[config.mk]
export PLATFORM = sky130hd
export DESIGN_NAME = ccff_config_ctrl
export DESIGN_NICKNAME = d
export VERILOG_FILES = /design/src/rtl/ccff_config_ctrl.sv
export SDC_FILE = /design/constraint.sdc
export NUM_CORES = 1
export LEC_CHECK = 0
export ABC_AREA = 1
export CAP_MARGIN = 30
export CORE_MARGIN = 2
export CORE_UTILIZATION = 47
export CTS_CLUSTER_DIAMETER = 100
export CTS_CLUSTER_SIZE = 28
export DETAILED_ROUTE_END_ITERATION = 16
export PLACE_DENSITY = 0.86
export SYNTH_ARGS = -nofsm -noshare
export SYNTH_HDL_FRONTEND = slang
export SYNTH_SLANG_ARGS = --single-unit
[constraint.sdc]
create_clock -name clk -period 1.4 [get_ports clk]
set_input_delay 0.28 -clock clk [delete_from_list [all_inputs] [get_ports clk]]
set_output_delay 0.28 -clock clk [all_outputs]
set_load 0.02 [all_outputs]
[src/rtl/ccff_config_ctrl.sv]
// Configuration-chain controller: clears the fabric's configuration flip-flop chain,
// serializes bitstream words into its head, and checks that the tail stays clear.
module ccff_config_ctrl #(
    parameter int WORD_W     = 8,
    parameter int CHAIN_LEN  = 64,
    parameter int CLR_CYCLES = 2,
    parameter int CNT_W      = 16
) (
    input  logic              clk,
    input  logic              reset_n,
    input  logic              start,
    input  logic              abort,
    input  logic [WORD_W-1:0] s_data,
    input  logic              s_valid,
    output logic              s_ready,
    output logic              chain_reset,
    output logic              chain_shift_en,
    output logic              chain_head,
    input  logic              chain_tail,
    output logic              busy,
    output logic              done,
    output logic              err,
    output logic [CNT_W-1:0]  bit_cnt
);

    localparam int IDX_W = (WORD_W > 1) ? $clog2(WORD_W) : 1;
    localparam int CLR_W = (CLR_CYCLES > 1) ? $clog2(CLR_CYCLES) : 1;

    localparam logic [CNT_W-1:0] LAST_BIT = CNT_W'(CHAIN_LEN - 1);
    localparam logic [IDX_W-1:0] LAST_IDX = IDX_W'(WORD_W - 1);
    localparam logic [CLR_W-1:0] LAST_CLR = CLR_W'(CLR_CYCLES - 1);

    typedef enum logic [2:0] {
        S_IDLE,
        S_CLEAR,
        S_LOAD,
        S_SHIFT,
        S_DONE
    } state_t;

    state_t            state;
    logic [WORD_W-1:0] shreg;
    logic [IDX_W-1:0]  word_idx;
    logic [CLR_W-1:0]  clr_cnt;
    logic              abort_hit;

    // Abort is meaningless in IDLE, so it only counts once a sequence is running.
    assign abort_hit = abort && (state != S_IDLE);

    // NOTE: every register here is plain state (no memory arrays), so all of it is
    // cleared by the asynchronous reset, including the shift register and counters.
    always_ff @(posedge clk or negedge reset_n) begin
        if (!reset_n) begin
            state          <= S_IDLE;
            shreg          <= '0;
            word_idx       <= '0;
            clr_cnt        <= '0;
            s_ready        <= 1'b0;
            chain_reset    <= 1'b0;
            chain_shift_en <= 1'b0;
            chain_head     <= 1'b0;
            busy           <= 1'b0;
            done           <= 1'b0;
            err            <= 1'b0;
            bit_cnt        <= '0;
        end else begin
            // NOTE: non-blocking assignments throughout, so every branch below reads
            // the pre-edge values (e.g. shreg[1] is the next bit before the shift).
            done <= 1'b0;

            if (abort_hit) begin
                // Abort wins over any handshake or shift completing on this edge.
                state          <= S_IDLE;
                s_ready        <= 1'b0;
                chain_reset    <= 1'b0;
                chain_shift_en <= 1'b0;
                chain_head     <= 1'b0;
                busy           <= 1'b0;
                err            <= 1'b1;
            end else begin
                case (state)
                    S_IDLE: begin
                        if (start) begin
                            state       <= S_CLEAR;
                            busy        <= 1'b1;
                            chain_reset <= 1'b1;
                            clr_cnt     <= '0;
                            err         <= 1'b0;
                            bit_cnt     <= '0;
                        end
                    end

                    S_CLEAR: begin
                        if (clr_cnt == LAST_CLR) begin
                            state       <= S_LOAD;
                            chain_reset <= 1'b0;
                            s_ready     <= 1'b1;
                        end else begin
                            clr_cnt <= clr_cnt + 1'b1;
                        end
                    end

                    S_LOAD: begin
                        if (s_valid) begin
                            state          <= S_SHIFT;
                            s_ready        <= 1'b0;
                            shreg          <= s_data;
                            word_idx       <= '0;
                            chain_shift_en <= 1'b1;
                            chain_head     <= s_data[0];
                        end
                    end

                    S_SHIFT: begin
                        // The tail is sampled on the shift edge, before the chain moves.
                        if (chain_tail) begin
                            err <= 1'b1;
                        end
                        shreg      <= shreg >> 1;
                        chain_head <= shreg[1];
                        word_idx   <= word_idx + 1'b1;
                        bit_cnt    <= bit_cnt + 1'b1;

                        if (bit_cnt == LAST_BIT) begin
                            // Chain full: any bits left in the current word are dropped.
                            state          <= S_DONE;
                            done           <= 1'b1;
                            chain_shift_en <= 1'b0;
                            chain_head     <= 1'b0;
                        end else if (word_idx == LAST_IDX) begin
                            state          <= S_LOAD;
                            s_ready        <= 1'b1;
                            chain_shift_en <= 1'b0;
                            chain_head     <= 1'b0;
                        end
                    end

                    S_DONE: begin
                        state <= S_IDLE;
                        busy  <= 1'b0;
                    end

                    default: begin
                        state <= S_IDLE;
                        busy  <= 1'b0;
                    end
                endcase
            end
        end
    end

endmodule

==> results of run 1 <==
## cells by family (layout without fill, tap and decap cells)
logic type	after synthesis	count (layout)	share of synthesized area, %
simple gates	161	161	34.3
fa+ha+maj	3	3	1.77
compound gates	46	46	12.2
flops	37	37	43.6
buf+inv	41	134	8.19
## where the power goes
| part | internal (mW) | switching [mW] |
|---|---|---|
| combinational | 1.08 | 1.43 |
| sequential | 1.36 | 0.189 |
| clock | 0.708 | 0.409 |
| total | 3.15 | 2.03 |
## routing by layer
layer / wire [µm] / vias up / share of wire [%]
met1: 2460 / 1052 / 39
li1: - / 1140 / -
met5: 0 / - / 0
met4: 170 / 0 / 2.7
met3: 425 / 26 / 6.8
met2: 3230 / 120 / 51
## flip-flops by register name (all words and copies together), names as in the netlist, 3 cells and up
signal,count
shreg,7
bit_cnt,16
state,3
word_idx,3
## cells in the final DEF (no fill, tap or decap), drive strengths merged, types with 12 or more instances in the layout
cell type,instances
buf,57
clkdlybuf4s50,12
dfrtp,37
dlygate4sd2,18
inv,35
nand2,82
nand3,26
nand4,13
nor2,35
o21ai,27
## final cells by class
type | instances | area share, %
multi-input cells | 210 | 36.7
flip-flops and latches | 37 | 28.8
repair buffers | 90 | 23.6
inverters | 36 | 4.64
clock buffers | 5 | 2.13
clock inverters | 3 | 2.01
well taps | 52 | 2.01
## synthesized netlist by cell type, types with 2 or more instances
cell type / n / area, µm²
sky130_fd_sc_hd__nor2_4: 3 / 33.8
sky130_fd_sc_hd__dfrtp_1: 37 / 926
sky130_fd_sc_hd__inv_2: 3 / 11.3
sky130_fd_sc_hd__o211ai_1: 5 / 37.5
sky130_fd_sc_hd__o21bai_1: 3 / 22.5
sky130_fd_sc_hd__nor3_1: 2 / 10.0
sky130_fd_sc_hd__o21ai_1: 5 / 25.0
sky130_fd_sc_hd__ha_1: 3 / 37.5
sky130_fd_sc_hd__buf_6: 2 / 22.5
sky130_fd_sc_hd__a22o_1: 2 / 17.5
sky130_fd_sc_hd__a21oi_1: 8 / 40.0
sky130_fd_sc_hd__nand3_1: 25 / 125
sky130_fd_sc_hd__nand2_2: 3 / 18.8
sky130_fd_sc_hd__nand2_1: 79 / 297
sky130_fd_sc_hd__nand4_1: 13 / 81.3
sky130_fd_sc_hd__nor2_1: 32 / 120
sky130_fd_sc_hd__o21ai_0: 22 / 110
sky130_fd_sc_hd__buf_2: 2 / 10.0
sky130_fd_sc_hd__inv_1: 32 / 120
## how the worst max path moves through the flow
stage	start	end	slack [ns]	depth (start not counted)
2_1_floorplan	bit_cnt[0]$_DFFE_PN0P_	state[0]$_DFFE_PN0P_	-0.009	8
3_3_place_gp	bit_cnt[0]$_DFFE_PN0P_	state[0]$_DFFE_PN0P_	-0.19	8
3_5_place_dp	abort	state[0]$_DFFE_PN0P_	-0.22	8
4_1_cts	bit_cnt[0]$_DFFE_PN0P_	bit_cnt[8]$_DFFE_PN0P_	-0.03	7
5_1_grt	state[0]$_DFFE_PN0P_	s_ready$_DFFE_PN0P_	-0.12	9
6_report	state[2]$_DFFE_PN0P_	bit_cnt[2]$_DFFE_PN0P_	-0.04	7
## per-stage QoR
step	TNS, ns	hold slack, ns	worst slack (ns)	std cells	power (mW)
floorplan	-0.00865	-0.0156	-0.00865	288	2.80
global placement	-4.02	0.462	-0.188	415	3.69
detailed placement	-4.75	0.462	-0.217	415	3.76
CTS	-0.109	0.375	-0.0326	427	4.91
global route	-2.24	0.388	-0.122	433	5.50
finish	-0.264	0.361	-0.0378	433	5.18
## what timing repair did
action	CTS	global route
endpoints found under the hold margin	0	0
setup endpoints to repair	50	37
resized for setup	49	56
pin swaps	6	8
hold buffers	0	0
buffers inserted	4	6
==> qor.json, run 1 <==
{
  "status": {"value": "complete, but fails checks"},
  "violations_in_the_final_reports": {"value": "negative setup slack"},
  "fmaxAchievable": {"value": 696, "unit": "MHz"},
  "synth_area": {"value": 0.00212, "unit": "mm²"},
  "n_fill_cell": {"value": 303},
  "drive_above_1_share": {"value": 31.8, "unit": "%"},
  "worst_slew_slack_as_a_fraction_of_its_limit": {"value": 78.7, "unit": "%"},
  "final_instance_area": {"value": 0.00324, "unit": "mm²"},
  "synth-edff-count": {"value": 0},
  "drt_iter0_markers": {"value": 354},
  "finalMaxSlewViolations": {"value": 0},
  "drcViolationCount": {"value": 0},
  "rsz0062_at_grt": {"value": "yes"},
  "synth_seq_area_share": {"value": 43.6, "unit": "%"},
  "cts_made_buffers": {"value": 5},
  "routedWlPerCell": {"value": 14.5, "unit": "µm"},
  "ir_worst_vdd": {"value": 1230, "unit": "µV"},
  "routabilityCongestion": {"value": 0.908},
  "postSynthCellCount": {"value": 288},
  "final_critical_path_setup_slack": {"value": -0.0378, "unit": "ns"},
  "core-area": {"value": 0.00435, "unit": "mm²"},
  "worst_setup_hold_path_clk_slew": {"value": 0.08, "unit": "ns"},
  "critical_path.n_buffers_inverters": {"value": 1},
  "asyncSetResetFlopFracSynth": {"value": 100, "unit": "%"},
  "ys_warn_count": {"value": 0},
  "design.final.nets": {"value": 397},
  "number_of_register_bits_inferred_by_synthesis": {"value": 37},
  "design.portCount": {"value": 37},
  "cap_violations": {"value": 0},
  "critical_path.endpoint_type": {"value": "flop"},
  "avgViaCountPerCell": {"value": 5.40},
  "die-area": {"value": 0.00507, "unit": "mm²"},
  "timing.reg2reg.setup_slack": {"value": -0.04, "unit": "ns"},
  "post_dp_cell_area": {"value": 0.00289, "unit": "mm²"},
  "worstRegToRegCells": {"value": 7},
  "grt_util_all_layers": {"value": 24.5, "unit": "%"},
  "sinks_on_clock_net": {"value": 37},
  "initial_antenna_violation_count": {"value": 0},
  "grt_pass1_wl": {"value": 9970, "unit": "µm"},
  "critPathArrivalTime": {"value": 1.66, "unit": "ns"},
  "number_of_global_route_vias_before_repair": {"value": 2264},
  "die_height": {"value": 71.2, "unit": "µm"},
  "timing.critical_path.cells": {"value": "nor2_4, nand3b_4, nand3_4, clkinv_8, nand3_2, nand2_1, nor2_1"},
  "ys_types": {"value": 26},
  "fp-row-count": {"value": 24},
  "final_antenna_net_count": {"value": 0},
  "power.density_cell_area": {"value": 1600, "unit": "mW/mm²"},
  "cts.htree.levels": {"value": 2},
  "worstReg2RegEnd": {"value": "bit_cnt[2]$_DFFE_PN0P_"},
  "critical_path_class": {"value": "flop to flop"},
  "layout.area.seq": {"value": 933, "unit": "µm²"},
  "crit_slowest_cell": {"value": "sky130_fd_sc_hd__dfrtp_2"},
  "initial_core_util": {"value": 48.8, "unit": "%"},
  "gr-usage-met3": {"value": 5.06, "unit": "%"},
  "power.leakage": {"value": 1.62, "unit": "nW"},
  "min-delay-path-class": {"value": "input port to async pin"},
  "finalHoldViolations": {"value": 0},
  "timing.rr.start": {"value": "state[2]$_DFFE_PN0P_"},
  "synth.avg_cell_area": {"value": 7.38, "unit": "µm²"},
  "groute.layer.met2.usage": {"value": 43.2, "unit": "%"},
  "synthToLayoutAreaGrowth": {"value": 52.3, "unit": "%"},
  "detailedPlacementHpwl": {"value": 4200, "unit": "µm"},
  "io_buffer_count": {"value": 36},
  "start_kind": {"value": "flop"},
  "area_of_the_multi_input_gates": {"value": 0.00119, "unit": "mm²"},
  "dr_total_vias": {"value": 2338},
  "cts_root_buf": {"value": "sky130_fd_sc_hd__clkbuf_8"},
  "top_usage_layer": {"value": "met2"},
  "drt_first_pass_iters": {"value": 5},
  "worst_pin_slew": {"value": 0.318, "unit": "ns"},
  "critical_path_required": {"value": 1.62, "unit": "ns"},
  "finish.utilization": {"value": 74.3, "unit": "%"},
  "dominantRegCellSynth": {"value": "sky130_fd_sc_hd__dfrtp_1"},
  "clock_skew": {"value": 0.00951, "unit": "ns"},
  "grt_max_degree": {"value": 38},
  "critical_path.max_fanout": {"value": 19},
  "timing.final.crit_period": {"value": 1.44, "unit": "ns"},
  "critPathTopFamily": {"value": "simple AND/OR/NAND/NOR gates"},
  "grt_remaining_overflow": {"value": 0},
  "drt_wl_total": {"value": 6290, "unit": "µm"},
  "max-clock-path-buffers": {"value": 2},
  "finalSetupViolCount": {"value": 13},
  "timing.final.crit_share": {"value": 103, "unit": "%"},
  "synth_nets": {"value": 305},
  "slowest_delay": {"value": 0.50, "unit": "ns"},
  "clk-insertion-delay-late": {"value": 0.29, "unit": "ns"},
  "tritoncts": {"value": "yes"},
  "globalRouteMet1Util": {"value": 29.4, "unit": "%"},
  "antennaDiodeCount": {"value": 0},
  "die_x": {"value": 71.2, "unit": "µm"}
}
Note: power is estimated with default switching activity, not from simulation.
==> inputs of run 2 (changes only) <==
PLACE_DENSITY = 0.75   (was 0.86)
SLEW_MARGIN = 20   (was default)
==> run 2 against run 1 <==
Against the previous run:
- the flow still finishes with violations (negative setup slack)
- via count rose by 5.6%
- clock skew rose by 0.00075 ns
- non-clock buffer count rose by 7
- power rose by 7.6%
- hold slack improved by 0.11 ns
- count of clock-buffer cells in the layout did not move
- cell count rose by 2.3%
- first-iteration DRC count fell by 28%
==> qor.json, run 2 (synthesized netlist as in run 1, its figures left out) <==
{
  "finalMaxSlewViolations": {"value": 0, "change": "unchanged"},
  "initial_antenna_violation_count": {"value": 0, "change": "unchanged"},
  "die_x": {"value": 71.2, "unit": "µm", "change": "unchanged"},
  "worstRegToRegCells": {"value": 8, "change": "was 7"},
  "fp-row-count": {"value": 24, "change": "unchanged"},
  "layout_top_registers": {"value": "bit_cnt (16), shreg (7)", "change": "unchanged"},
  "routabilityCongestion": {"value": 0.892, "change": "was 0.908"},
  "timing.rr.start": {"value": "state[2]$_DFFE_PN0P_", "change": "unchanged"},
  "critPathArrivalTime": {"value": 1.70, "unit": "ns", "change": "was 1.66 ns"},
  "grt_max_degree": {"value": 38, "change": "unchanged"},
  "drcViolationCount": {"value": 0, "change": "unchanged"},
  "core-area": {"value": 0.00435, "unit": "mm²", "change": "unchanged"},
  "number_of_global_route_vias_before_repair": {"value": 2351, "change": "was 2,264"},
  "timing.reg2reg.setup_slack": {"value": -0.13, "unit": "ns", "change": "was -0.04 ns"},
  "worst_pin_slew": {"value": 0.443, "unit": "ns", "change": "was 0.318 ns"},
  "critical_path.endpoint_type": {"value": "flop", "change": "unchanged"},
  "finish.utilization": {"value": 79.4, "unit": "%", "change": "was 74.3%"},
  "die_height": {"value": 71.2, "unit": "µm", "change": "unchanged"},
  "critPathTopFamily": {"value": "simple AND/OR/NAND/NOR gates", "change": "unchanged"},
  "cts_root_buf": {"value": "sky130_fd_sc_hd__clkbuf_8", "change": "unchanged"},
  "critical_path_class": {"value": "flop to flop", "change": "unchanged"},
  "design.final.nets": {"value": 407, "change": "was 397"},
  "max-clock-path-buffers": {"value": 2, "change": "unchanged"},
  "die-area": {"value": 0.00507, "unit": "mm²", "change": "unchanged"},
  "critical_path_required": {"value": 1.57, "unit": "ns", "change": "was 1.62 ns"},
  "initial_core_util": {"value": 48.8, "unit": "%", "change": "unchanged"},
  "design.portCount": {"value": 37, "change": "unchanged"},
  "clk-insertion-delay-late": {"value": 0.29, "unit": "ns", "change": "about the same"},
  "final_antenna_net_count": {"value": 0, "change": "unchanged"},
  "min-delay-path-class": {"value": "input port to async pin", "change": "unchanged"},
  "drt_first_pass_iters": {"value": 6, "change": "was 5"},
  "routedWlPerCell": {"value": 16.2, "unit": "µm", "change": "was 14.5 µm"},
  "timing.final.crit_period": {"value": 1.53, "unit": "ns", "change": "was 1.44 ns"},
  "slowest_delay": {"value": 0.50, "unit": "ns", "change": "about the same"},
  "n_fill_cell": {"value": 272, "change": "was 303"},
  "registers.top_by_ff_count": {"value": "bit_cnt", "change": "unchanged"},
  "dr_total_vias": {"value": 2469, "change": "was 2,338"},
  "area_of_the_multi_input_gates": {"value": 0.00129, "unit": "mm²", "change": "was 0.00119 mm²"},
  "layout.area.seq": {"value": 941, "unit": "µm²", "change": "was 933 µm²"},
  "total_power_of_the_final_layout": {"value": 5.57, "unit": "mW", "change": "was 5.18 mW"},
  "antennaDiodeCount": {"value": 0, "change": "unchanged"},
  "drive_above_1_share": {"value": 39.4, "unit": "%", "change": "was 31.8%"},
  "timing.critical_path.cells": {"value": "nor2_4, buf_4, buf_6, nand4_1, nand2_2, inv_2, nand3_1, o21ai_0", "change": "was nor2_4, nand3b_4, nand3_4, clkinv_8, nand3_2, nand2_1, nor2_1"},
  "crit_slowest_cell": {"value": "sky130_fd_sc_hd__dfrtp_2", "change": "unchanged"},
  "cts.htree.levels": {"value": 2, "change": "unchanged"},
  "synthToLayoutAreaGrowth": {"value": 62.7, "unit": "%", "change": "was 52.3%"},
  "cap_violations": {"value": 0, "change": "unchanged"},
  "worstReg2RegEnd": {"value": "state[1]$_DFFE_PN0P_", "change": "was bit_cnt[2]$_DFFE_PN0P_"},
  "worst_slew_slack_as_a_fraction_of_its_limit": {"value": 70.2, "unit": "%", "change": "was 78.7%"},
  "timing.final.crit_share": {"value": 109, "unit": "%", "change": "was 103%"},
  "drt_iter0_markers": {"value": 256, "change": "was 354"},
  "start_kind": {"value": "flop", "change": "unchanged"},
  "dp_slack": {"value": -0.255, "unit": "ns", "change": "was -0.217 ns"},
  "final_critical_path_setup_slack": {"value": -0.130, "unit": "ns", "change": "was -0.0378 ns"},
  "power.leakage": {"value": 1.68, "unit": "nW", "change": "was 1.62 nW"},
  "clock_skew": {"value": 0.0103, "unit": "ns", "change": "was 0.00951 ns"},
  "fmaxAchievable": {"value": 654, "unit": "MHz", "change": "was 696 MHz"},
  "avgViaCountPerCell": {"value": 5.57, "change": "was 5.40"},
  "drt_wl_total": {"value": 7160, "unit": "µm", "change": "was 6290 µm"},
  "critical_path.max_fanout": {"value": 6, "change": "was 19"},
  "ir_worst_vdd": {"value": 1410, "unit": "µV", "change": "was 1230 µV"},
  "mostFrequentLayoutCells": {"value": "sky130_fd_sc_hd__nand2_1 (64), sky130_fd_sc_hd__buf_4 (49), sky130_fd_sc_hd__inv_1 (28)", "change": "was sky130_fd_sc_hd__nand2_1 (69), sky130_fd_sc_hd__buf_4 (50), sky130_fd_sc_hd__dfrtp_1 (31)"},
  "violations_in_the_final_reports": {"value": "negative setup slack", "change": "unchanged"},
  "grt_util_all_layers": {"value": 26.3, "unit": "%", "change": "was 24.5%"},
  "rsz0062_at_grt": {"value": "yes", "change": "unchanged"},
  "grt_pass1_wl": {"value": 10600, "unit": "µm", "change": "was 9970 µm"},
  "critical_path.n_buffers_inverters": {"value": 3, "change": "was 1"},
  "tritoncts": {"value": "yes", "change": "unchanged"},
  "cts_made_buffers": {"value": 5, "change": "unchanged"},
  "detailedPlacementHpwl": {"value": 4000, "unit": "µm", "change": "was 4200 µm"},
  "power.density_cell_area": {"value": 1610, "unit": "mW/mm²", "change": "was 1600 mW/mm²"},
  "status": {"value": "complete, but fails checks", "change": "unchanged"},
  "sinks_on_clock_net": {"value": 37, "change": "unchanged"},
  "most_common_cell_after_layout_fill_and_taps_aside": {"value": "sky130_fd_sc_hd__nand2_1", "change": "unchanged"},
  "finalHoldViolations": {"value": 0, "change": "unchanged"},
  "io_buffer_count": {"value": 36, "change": "unchanged"},
  "grt_remaining_overflow": {"value": 0, "change": "unchanged"},
  "largest_reg_flops": {"value": 16, "change": "unchanged"},
  "worst_setup_hold_path_clk_slew": {"value": 0.09, "unit": "ns", "change": "was 0.08 ns"},
  "finalSetupViolCount": {"value": 31, "change": "was 13"}
}
==> run 2: cell count changes in the layout (fill, tap and decap cells not counted), sizes merged, moves of 2 or more <==
cell    before  now
clkbuf       6    9
inv         35   38
buf         57   60
bufinv       2    0
==> run 2: worst min-delay path, stage by stage <==
cell,delay (ns)
sky130_fd_sc_hd__dlygate4sd3_1,0.51
sky130_fd_sc_hd__buf_2,0.12
sky130_fd_sc_hd__buf_12,0.22
==> run 2: what timing repair did <==
action,in CTS,in global routing
endpoints found under the setup margin,53,40
pin swaps,9,19
setup buffers,6,14
hold buffers,1,0
gates cloned,3,2
resized for setup,70,73
hold endpoints to repair,37,0
==> run 2: area by class of cell <==
| class | count | share of cell area (%) |
|---|---|---|
| clock buffers | 5 | 1.99 |
| clock inverters | 3 | 0.507 |
| inverters | 36 | 4.49 |
| multi-input cells | 210 | 37.4 |
| flip-flops and latches | 37 | 27.2 |
| well taps | 52 | 1.88 |
| repair buffers | 97 | 25.7 |
| repair inverters | 3 | 0.833 |
==> run 2: power by group <==
group          total [mW]  switching (mW)  leakage (nW)  internal [mW]
Sequential           1.54           0.185         0.468           1.36
Combinational        3.27            1.79          1.17           1.48
Clock               0.760           0.415        0.0439          0.344
==> run 2: worst max-delay path by stage <==
stage | start | to | slack, ns | depth (start not counted)
after floorplan | bit_cnt[0]$_DFFE_PN0P_ | state[0]$_DFFE_PN0P_ | -0.009 | 8
final | state[2]$_DFFE_PN0P_ | state[1]$_DFFE_PN0P_ | -0.13 | 8
after CTS | state[2]$_DFFE_PN0P_ | bit_cnt[1]$_DFFE_PN0P_ | -0.07 | 7
after global placement | abort | state[0]$_DFFE_PN0P_ | -0.22 | 8
after detailed placement | abort | state[0]$_DFFE_PN0P_ | -0.25 | 8
after global routing | state[2]$_DFFE_PN0P_ | state[0]$_DFFE_PN0P_ | -0.23 | 9
==> run 2: stage by stage <==
stage / hold slack (ns) / area [µm²] / TNS (ns) / cells
after floorplan: -0.0156 / 2140 / -0.00865 / 288
final: 0.470 / 3460 / -2.99 / 443
after detailed placement: 0.263 / 2870 / -5.43 / 412
after global routing: 0.513 / 3460 / -5.35 / 443
after global placement: 0.260 / 2870 / -4.40 / 412
after CTS: 0.475 / 3170 / -0.798 / 430
==> run 2: metal layers <==
| layer | wire length, µm | up-vias | track usage [%] |
|---|---|---|---|
| met2 | 3670 | 141 | 44.7 |
| met1 | 2880 | 1150 | 33.7 |
| li1 | - | 1156 | - |
| met4 | 165 | 0 | 9.64 |
| met3 | 445 | 22 | 4.78 |
| met5 | 0 | - | 0 |
==> inputs of run 3 (changes only) <==
CORE_UTILIZATION = 42   (was 47)
PLACE_DENSITY = 0.68   (was 0.75)
clock period = 1.3 ns   (was 1.4 ns; I/O delays follow)
==> run 3 against run 2 <==
Against the previous run:
- the run still ends with negative setup slack left
- power barely moved
- global-route usage fell by 2.8 points
- clock power rose by 7.2%
- utilization fell by 8.8 points
==> qor.json, run 3 (synthesized netlist as in run 1, its figures left out) <==
{
  "die_x": {"value": 75.1, "unit": "µm", "change": "was 71.2 µm"},
  "routabilityCongestion": {"value": 0.898, "change": "was 0.892"},
  "most_common_cell_after_layout_fill_and_taps_aside": {"value": "sky130_fd_sc_hd__nand2_1", "change": "unchanged"},
  "registers.top_by_ff_count": {"value": "bit_cnt", "change": "unchanged"},
  "number_of_global_route_vias_before_repair": {"value": 2198, "change": "was 2,351"},
  "fmaxAchievable": {"value": 683, "unit": "MHz", "change": "was 654 MHz"},
  "tritoncts": {"value": "yes", "change": "unchanged"},
  "violations_in_the_final_reports": {"value": "negative setup slack", "change": "unchanged"},
  "min-delay-path-class": {"value": "input port to async pin", "change": "unchanged"},
  "critPathArrivalTime": {"value": 1.69, "unit": "ns", "change": "was 1.70 ns"},
  "finalMaxSlewViolations": {"value": 0, "change": "unchanged"},
  "core-area": {"value": 0.00479, "unit": "mm²", "change": "was 0.00435 mm²"},
  "worst_setup_hold_path_clk_slew": {"value": 0.08, "unit": "ns", "change": "was 0.09 ns"},
  "dp_slack": {"value": -0.414, "unit": "ns", "change": "was -0.255 ns"},
  "status": {"value": "complete, but fails checks", "change": "unchanged"},
  "power.density_cell_area": {"value": 1650, "unit": "mW/mm²", "change": "was 1610 mW/mm²"},
  "start_kind": {"value": "flop", "change": "unchanged"},
  "worstReg2RegEnd": {"value": "bit_cnt[10]$_DFFE_PN0P_", "change": "was state[1]$_DFFE_PN0P_"},
  "drcViolationCount": {"value": 0, "change": "unchanged"},
  "drt_iter0_markers": {"value": 155, "change": "was 256"},
  "antennaDiodeCount": {"value": 0, "change": "unchanged"},
  "critPathTopFamily": {"value": "simple AND/OR/NAND/NOR gates", "change": "unchanged"},
  "initial_core_util": {"value": 44.4, "unit": "%", "change": "was 48.8%"},
  "fp-row-count": {"value": 25, "change": "was 24"},
  "synthToLayoutAreaGrowth": {"value": 59.0, "unit": "%", "change": "was 62.7%"},
  "worst_pin_slew": {"value": 0.315, "unit": "ns", "change": "was 0.443 ns"},
  "slowest_delay": {"value": 0.48, "unit": "ns", "change": "was 0.50 ns"},
  "critical_path.n_buffers_inverters": {"value": 2, "change": "was 3"},
  "ir_worst_vdd": {"value": 1040, "unit": "µV", "change": "was 1410 µV"},
  "initial_antenna_violation_count": {"value": 0, "change": "unchanged"},
  "cts.htree.levels": {"value": 2, "change": "unchanged"},
  "design.final.nets": {"value": 416, "change": "was 407"},
  "worst_slew_slack_as_a_fraction_of_its_limit": {"value": 78.9, "unit": "%", "change": "was 70.2%"},
  "finalSetupViolCount": {"value": 35, "change": "was 31"},
  "grt_pass1_wl": {"value": 9980, "unit": "µm", "change": "was 10,600 µm"},
  "finalHoldViolations": {"value": 0, "change": "unchanged"},
  "dr_total_vias": {"value": 2389, "change": "was 2,469"},
  "drt_first_pass_iters": {"value": 4, "change": "was 6"},
  "timing.reg2reg.setup_slack": {"value": -0.16, "unit": "ns", "change": "was -0.13 ns"},
  "sinks_on_clock_net": {"value": 37, "change": "unchanged"},
  "timing.final.crit_period": {"value": 1.46, "unit": "ns", "change": "was 1.53 ns"},
  "final_critical_path_setup_slack": {"value": -0.164, "unit": "ns", "change": "was -0.130 ns"},
  "mostFrequentLayoutCells": {"value": "sky130_fd_sc_hd__nand2_1 (72), sky130_fd_sc_hd__buf_4 (60), sky130_fd_sc_hd__inv_1 (30)", "change": "was sky130_fd_sc_hd__nand2_1 (64), sky130_fd_sc_hd__buf_4 (49), sky130_fd_sc_hd__inv_1 (28)"},
  "max-clock-path-buffers": {"value": 2, "change": "unchanged"},
  "design.portCount": {"value": 37, "change": "unchanged"},
  "worstRegToRegCells": {"value": 8, "change": "unchanged"},
  "critPathMostFrequentCell": {"value": "sky130_fd_sc_hd__nand2_4"},
  "avgViaCountPerCell": {"value": 5.12, "change": "was 5.57"},
  "grt_max_degree": {"value": 38, "change": "unchanged"},
  "drive_above_1_share": {"value": 37.8, "unit": "%", "change": "was 39.4%"},
  "power.leakage": {"value": 1.67, "unit": "nW", "change": "was 1.68 nW"},
  "routedWlPerCell": {"value": 13.5, "unit": "µm", "change": "was 16.2 µm"},
  "final_antenna_net_count": {"value": 0, "change": "unchanged"},
  "critical_path_class": {"value": "flop to flop", "change": "unchanged"},
  "timing.final.crit_share": {"value": 113, "unit": "%", "change": "was 109%"},
  "layout_top_registers": {"value": "bit_cnt (16), shreg (7)", "change": "unchanged"},
  "drt_wl_total": {"value": 6290, "unit": "µm", "change": "was 7160 µm"},
  "total_power_of_the_final_layout": {"value": 5.58, "unit": "mW", "change": "was 5.57 mW"},
  "crit_slowest_cell": {"value": "sky130_fd_sc_hd__dfrtp_2", "change": "unchanged"},
  "critical_path.max_fanout": {"value": 5, "change": "was 6"},
  "timing.critical_path.cells": {"value": "nor2_4, nand2_4, nand2_4, nand3_4, buf_12, clkinv_8, nand4_1, o21ai_1", "change": "was nor2_4, buf_4, buf_6, nand4_1, nand2_2, inv_2, nand3_1, o21ai_0"},
  "critical_path_required": {"value": 1.53, "unit": "ns", "change": "was 1.57 ns"},
  "io_buffer_count": {"value": 36, "change": "unchanged"},
  "grt_util_all_layers": {"value": 23.6, "unit": "%", "change": "was 26.3%"},
  "die-area": {"value": 0.00564, "unit": "mm²", "change": "was 0.00507 mm²"},
  "clk-insertion-delay-late": {"value": 0.30, "unit": "ns", "change": "was 0.29 ns"},
  "rsz0062_at_grt": {"value": "yes", "change": "unchanged"},
  "detailedPlacementHpwl": {"value": 4190, "unit": "µm", "change": "was 4000 µm"},
  "die_height": {"value": 75.1, "unit": "µm", "change": "was 71.2 µm"},
  "cts_root_buf": {"value": "sky130_fd_sc_hd__clkbuf_8", "change": "unchanged"},
  "grt_remaining_overflow": {"value": 0, "change": "unchanged"},
  "clock_skew": {"value": 0.00457, "unit": "ns", "change": "was 0.0103 ns"},
  "cap_violations": {"value": 0, "change": "unchanged"},
  "largest_reg_flops": {"value": 16, "change": "unchanged"},
  "cts_made_buffers": {"value": 5, "change": "unchanged"},
  "timing.rr.start": {"value": "state[1]$_DFFE_PN0P_", "change": "was state[2]$_DFFE_PN0P_"},
  "critical_path.endpoint_type": {"value": "flop", "change": "unchanged"}
}
[run 3: timing repair]
action | 4_1_cts | 5_1_grt
resized for setup | 81 | 43
setup endpoints to repair | 59 | 52
pin swaps | 11 | 2
hold buffers | 1 | 0
hold endpoints to repair | 37 | 0
gates cloned | 3 | 0
setup buffers | 9 | 8
[run 3: worst max-delay path by stage]
stage                         start                      end  slack [ns]  depth (start not counted)
3_3_place_gp                  abort      s_ready$_DFFE_PN0P_       -0.41                          7
3_5_place_dp                  abort      s_ready$_DFFE_PN0P_       -0.41                          7
6_report       state[1]$_DFFE_PN0P_  bit_cnt[10]$_DFFE_PN0P_       -0.16                          8
5_1_grt        state[1]$_DFFE_PN0P_     shreg[4]$_DFFE_PN0P_       -0.26                          8
4_1_cts        state[1]$_DFFE_PN0P_  bit_cnt[10]$_DFFE_PN0P_       -0.13                          8
2_1_floorplan  state[2]$_DFFE_PN0P_  bit_cnt[11]$_DFFE_PN0P_       -0.04                          8
[run 3: stage by stage]
step | std cells | instance area, µm² | hold slack [ns] | util [%] | setup TNS [ns]
final | 467 | 3380 | 0.459 | 70.6 | -3.87
after global routing | 467 | 3380 | 0.490 | 70.6 | -6.43
after CTS | 459 | 3290 | 0.466 | 68.7 | -2.92
after detailed placement | 438 | 2990 | 0.244 | 62.5 | -8.24
after global placement | 438 | 2990 | 0.242 | 62.5 | -7.92
after floorplan | 288 | 2180 | -0.0356 | - | -0.356
[run 3: layer usage]
metal	vias to the layer above	part of all wire, %	GRT usage [%]
li1	1175	-	-
met1	1129	43	28.8
met2	65	50	39.6
met3	20	3.4	5.09
met4	0	3.1	11.1
met5	-	0	0
[run 3: area by class of cell]
type,instances,area [µm²]
fill,408,1410
multi-input combinational,210,1190
sequential,37,937
timing repair buffer,106,903
inverter,36,145
tap,67,83.8
clock buffer,6,72.6
timing repair inverter,3,33.8
clock inverter,2,10.0
[run 3: worst reg2reg max path, stage by stage (launching register included)]
cell and delay [ns]:
sky130_fd_sc_hd__dfrtp_2 0.48, sky130_fd_sc_hd__nor2_4 0.17, sky130_fd_sc_hd__nand2_4 0.08, sky130_fd_sc_hd__nand2_4 0.12, sky130_fd_sc_hd__nand3_4 0.14, sky130_fd_sc_hd__buf_12 0.19
sky130_fd_sc_hd__clkinv_8 0.06, sky130_fd_sc_hd__nand4_1 0.07, sky130_fd_sc_hd__o21ai_1 0.08
[run 3: where the power goes]
part / internal, mW / switching (mW)
logic: 1.39 / 1.69
registers: 1.46 / 0.216
clock network: 0.372 / 0.443
total: 3.23 / 2.35
